===== config.mk =====
export PLATFORM = sky130hd
export DESIGN_NAME = gray_counter_n
export DESIGN_NICKNAME = d
export VERILOG_FILES = /design/src/rtl/gray_pkg.sv /design/src/rtl/gray2bin_conv.sv /design/src/rtl/gray_counter_n.sv
export SDC_FILE = /design/constraint.sdc
export NUM_CORES = 1
export LEC_CHECK = 0
export ABC_AREA = 1
export BUFFER_PORTS_ARGS = -buffer_cell sky130_fd_sc_hd__clkbuf_2
export CAP_MARGIN = 40
export CORE_MARGIN = 3
export CORE_UTILIZATION = 40
export CTS_BUF_LIST = sky130_fd_sc_hd__clkbuf_4 sky130_fd_sc_hd__clkbuf_8 sky130_fd_sc_hd__clkbuf_16
export CTS_CLUSTER_SIZE = 28
export DETAILED_ROUTE_END_ITERATION = 7
export PLACE_DENSITY = 0.78
export SKIP_LAST_GASP = 1
export SLEW_MARGIN = 20
export SYNTH_ARGS = -nofsm -noshare
export SYNTH_HDL_FRONTEND = slang
export SYNTH_HIERARCHICAL = 1
export SYNTH_SLANG_ARGS = --single-unit

===== constraint.sdc =====
create_clock -name clk -period 1.5 [get_ports clk]
set_input_delay 0.225 -clock clk [delete_from_list [all_inputs] [get_ports clk]]
set_output_delay 0.225 -clock clk [all_outputs]
set_load 0.03 [all_outputs]

===== src/rtl/gray_pkg.sv =====
// Shared Gray/binary conversion helpers and end-of-range mode encodings
// for the Gray-code counter family.
package gray_pkg;

  // Widest counter the helper functions cover; callers zero-extend into it.
  localparam int MAX_W = 32;

  localparam logic MODE_WRAP = 1'b0;
  localparam logic MODE_SAT  = 1'b1;

  function automatic logic [MAX_W-1:0] bin2gray(input logic [MAX_W-1:0] b);
    return b ^ (b >> 1);
  endfunction

  // Zero-extended upper bits leave the prefix XOR unchanged, so one
  // fixed-width routine serves every counter width up to MAX_W.
  function automatic logic [MAX_W-1:0] gray2bin(input logic [MAX_W-1:0] g);
    logic [MAX_W-1:0] b;
    b[MAX_W-1] = g[MAX_W-1];
    for (int i = MAX_W - 2; i >= 0; i--) begin
      b[i] = b[i+1] ^ g[i];
    end
    return b;
  endfunction

endpackage


===== src/rtl/gray2bin_conv.sv =====
// Combinational Gray-to-binary converter (prefix XOR from the MSB down).
module gray2bin_conv
  import gray_pkg::*;
#(
  parameter int WIDTH = 4
) (
  input  logic [WIDTH-1:0] gray_i,
  output logic [WIDTH-1:0] bin_o
);

  logic [MAX_W-1:0] gray_ext;
  logic [MAX_W-1:0] bin_ext;

  always_comb begin
    gray_ext = MAX_W'(gray_i);
    bin_ext  = gray2bin(gray_ext);
    bin_o    = bin_ext[WIDTH-1:0];
  end

endmodule


===== src/rtl/gray_counter_n.sv =====
// Parametrised Gray-code counter: up/down, enable, parallel Gray load,
// wrap or saturate at the range ends, registered terminal-count flag.
module gray_counter_n
  import gray_pkg::*;
#(
  parameter int WIDTH = 4,
  parameter bit SAT   = 1'b0
) (
  input  logic             clk,
  input  logic             preset,
  input  logic             en,
  input  logic             up,
  input  logic             load,
  input  logic [WIDTH-1:0] load_gray,
  output logic [WIDTH-1:0] gray,
  output logic [WIDTH-1:0] bin,
  output logic             tc
);

  localparam logic [WIDTH-1:0] CNT_MAX = '1;
  localparam logic [WIDTH-1:0] CNT_MIN = '0;

  logic [WIDTH-1:0] cnt_q, cnt_d;
  logic [WIDTH-1:0] gray_q, gray_d;
  logic             tc_q, tc_d;
  logic [WIDTH-1:0] load_bin;
  logic             at_end;
  logic [MAX_W-1:0] gray_ext;

  gray2bin_conv #(.WIDTH(WIDTH)) u_load_conv (
    .gray_i (load_gray),
    .bin_o  (load_bin)
  );

  always_comb begin
    cnt_d  = cnt_q;
    tc_d   = 1'b0;
    at_end = up ? (cnt_q == CNT_MAX) : (cnt_q == CNT_MIN);

    if (load) begin
      cnt_d = load_bin;
    end else if (en) begin
      if (at_end) begin
        tc_d = 1'b1;
        if (SAT == MODE_SAT) begin
          cnt_d = cnt_q;
        end else begin
          cnt_d = up ? CNT_MIN : CNT_MAX;
        end
      end else begin
        cnt_d = up ? (cnt_q + 1'b1) : (cnt_q - 1'b1);
      end
    end

    // Gray is encoded from the next binary state so the port is a flop.
    gray_ext = bin2gray(MAX_W'(cnt_d));
    gray_d   = gray_ext[WIDTH-1:0];
  end

  always_ff @(negedge clk or posedge preset) begin
    if (preset) begin
      cnt_q  <= '0;
      gray_q <= '0;
      tc_q   <= 1'b0;
    end else begin
      cnt_q  <= cnt_d;
      gray_q <= gray_d;
      tc_q   <= tc_d;
    end
  end

  assign gray = gray_q;
  assign bin  = cnt_q;
  assign tc   = tc_q;

endmodule


==> metrics.txt <==
worst hold path type=in -> async; CP dominant cell by count=nand2_1; first-pass GRT wire length=2.787 mm; GP Congestion=0.8483; CTS buffer count=3; Syn Inst Count=86; top area cells in the synthesized netlist=dfrtn_1, nand2_1, nand3_2, inv_1, nand3_1; worst rel slew slack=81.07%; DRC Markers=0; Rows=13; Clock Skew=1.164 ps; Worst setup SP type=input port; final setup margin=-514.3 ps; CTS tree=done; MaxCap Viol Count=0; Synth Warn #=6; Die X=45.71 um; worst skew pair latency=260 ps; Pleak=0.5776 nW; final WL=1.788 mm; r2r endpoint=gray[1]; clock-pin slew on the worst setup and hold paths=40 ps; Slowest cell on crit path=nor2_1; Worst Path Buf+Inv=4; failing checks=negative setup slack; synth cell count leaders=nand2_1, inv_1, dfrtn_1, nand3_1; Crit Path Max Fanout=3; PD cells=927.8 mW/mm^2; Die Height=45.71 um; Critical Path, Cell by Cell=clkbuf_16 -> buf_4 -> buf_8 -> nand2_4 -> inv_1 -> nor2_1 -> nand3_1 -> nand3_1 -> nand2_1 -> nand2_2 -> nand2_2 -> nand2_1 -> nand2_1; FF+latch count, synth=8; Final Util=80.54%; vias=674; register area share after synthesis=31.75%; Syn-to-layout area delta=76.59%; Boundary Pins=18; status=finished with violations; GR Overflow Total=0; crit-path max cell delay=150 ps; DR pass1 iterations=5; Synth Flop Type=dfrtn_1; crit end category=flip-flop; syn_area_per_cell=7.333 um^2; Crit path arrival time=1370 ps; ys async rst share=100.0%; post-route setup TNS=-5447 ps; routed length per instance=13.55 um; Nets=131; die area=0.002089 mm^2; H-tree depth=1; RSZ-0062 raised after global routing=yes; Max Slew Vio Count=0; number of distinct library cells after synthesis=22; maximum VDD drop=0.0006787 V; HPWL Detailed=1.215 mm; endpoints failing hold=0; Synth area leader=dfrtn_1; delay-heaviest family, CP=simple AND/OR/NAND/NOR gates; Core Area=0.001383 mm^2; number of synthesized flops with an enable pin=0; post-synth net total=98; GRT Total Usage=19.09%; Root Buffer=clkbuf_4; layout cell share with drive strength beyond 1=57.26%; vias in the first global route=643; initial antenna violation count=0; Setup Viol. Count Final=16; synthesized area=630.6 um^2; kind of critical path=in -> reg; Initial Util=45.61%; Initial DRC Count=15; R2R cell count=11; most used standard cell by instance count after synthesis=nand2_1; routed vias/inst=5.106; CP Depth=13; # port buffers=17; WHS=509.6 ps; slack of the worst reg-to-reg path=-300 ps; CTS max path bufs=2; Final ANT Viol Nets=0; area share of the leading cell type in the synthesized netlist=31.75%; TritonCTS Sinks=8; Tightest Pin Transition=283.6 ps; # diodes=0; Worst Path Required=860 ps; largest net degree at the start of global routing=9; reg2reg start=bin[1]
-- where the power goes --
group | switching (mW) | internal, mW | leakage, nW
clock network | 0.0659 | 0.0910 | 0.0138
logic | 0.306 | 0.280 | 0.468
registers | 0.0333 | 0.257 | 0.0955
total | 0.405 | 0.628 | 0.578
-- worst reg2reg max path: cells and delay by family (launching register included) --
kind / cells / cell delay (ps)
and+or+nand+nor: 5 / 310
DFF: 1 / 450
adders and majority gates: 1 / 360
AOI/OAI and AO/OA: 1 / 90
xor gates and xnor gates: 1 / 150
buffers and inverters: 3 / 290
-- cell usage in the layout, fill, tap and decap left out, drive strengths merged, types with 2 or more instances in the layout --
master,synthesis,layout
buf,2,22
or2,2,2
o21ai,2,2
nand3,11,11
dfrtn,8,8
nand2,27,27
nor2,7,7
ha,2,2
a21oi,5,5
inv,14,14
xnor2,2,2
clkbuf,0,11
-- worst max path at each step --
stage | start | to | slack, ps
final | up | gray[2] | -510
after global routing | up | gray[2] | -620
after CTS | up | gray[2] | -450
after detailed placement | up | gray[2] | -830
after global placement | up | gray[2] | -770
after floorplan | up | gray[1] | -490
-- per-stage QoR --
stage | worst slack, ps | std cells | cell area, um^2 | power [mW]
6_report | -514.3 | 132 | 1114 | 1.033
5_1_grt | -621.4 | 132 | 1114 | 1.109
4_1_cts | -445.5 | 130 | 1060 | 0.9825
3_5_place_dp | -830.5 | 126 | 873.3 | 0.7242
3_3_place_gp | -769.0 | 126 | 873.3 | 0.7137
2_1_floorplan | -492.1 | 86 | 713.2 | 0.5793
-- what timing repair did --
action                     in CTS  in global routing
gates resized for setup        31                 17
pin swaps                      11                  3
hold buffers                    0                  0
setup endpoints to repair      17                 17
buffers inserted                1                  2
-- layer usage --
metal,track usage [%],up-vias,wire [um]
met3,6.324,2,82
met5,0,-,0
met1,20.34,317,633
li1,-,334,-
met2,34.54,21,1050
met4,6.818,0,21
-- state kept, by name, summed over array words and instances (netlist names) --
name and flops:
bin 4, tc 1, gray 3
-- cell families (layout without fill, tap and decap cells) --
| family | count (synthesis) | in the layout | synth area share, % |
|---|---|---|---|
| compound gates | 8 | 8 | 7.739 |
| xor+xnor | 3 | 3 | 4.167 |
| fa+ha+maj | 3 | 3 | 7.142 |
| buf+inv | 16 | 47 | 11.11 |
| flops | 8 | 8 | 31.75 |
| simple gates | 48 | 48 | 38.10 |
-- layout make-up --
| type | count | area, um^2 |
|---|---|---|
| multi-input combinational | 62 | 444.2 |
| timing repair buffer | 30 | 340.3 |
| fill | 98 | 269.0 |
| sequential | 8 | 200.2 |
| inverter | 14 | 87.58 |
| clock buffer | 3 | 22.52 |
| tap | 15 | 18.77 |
Note: power is estimated with default switching activity, not from simulation.
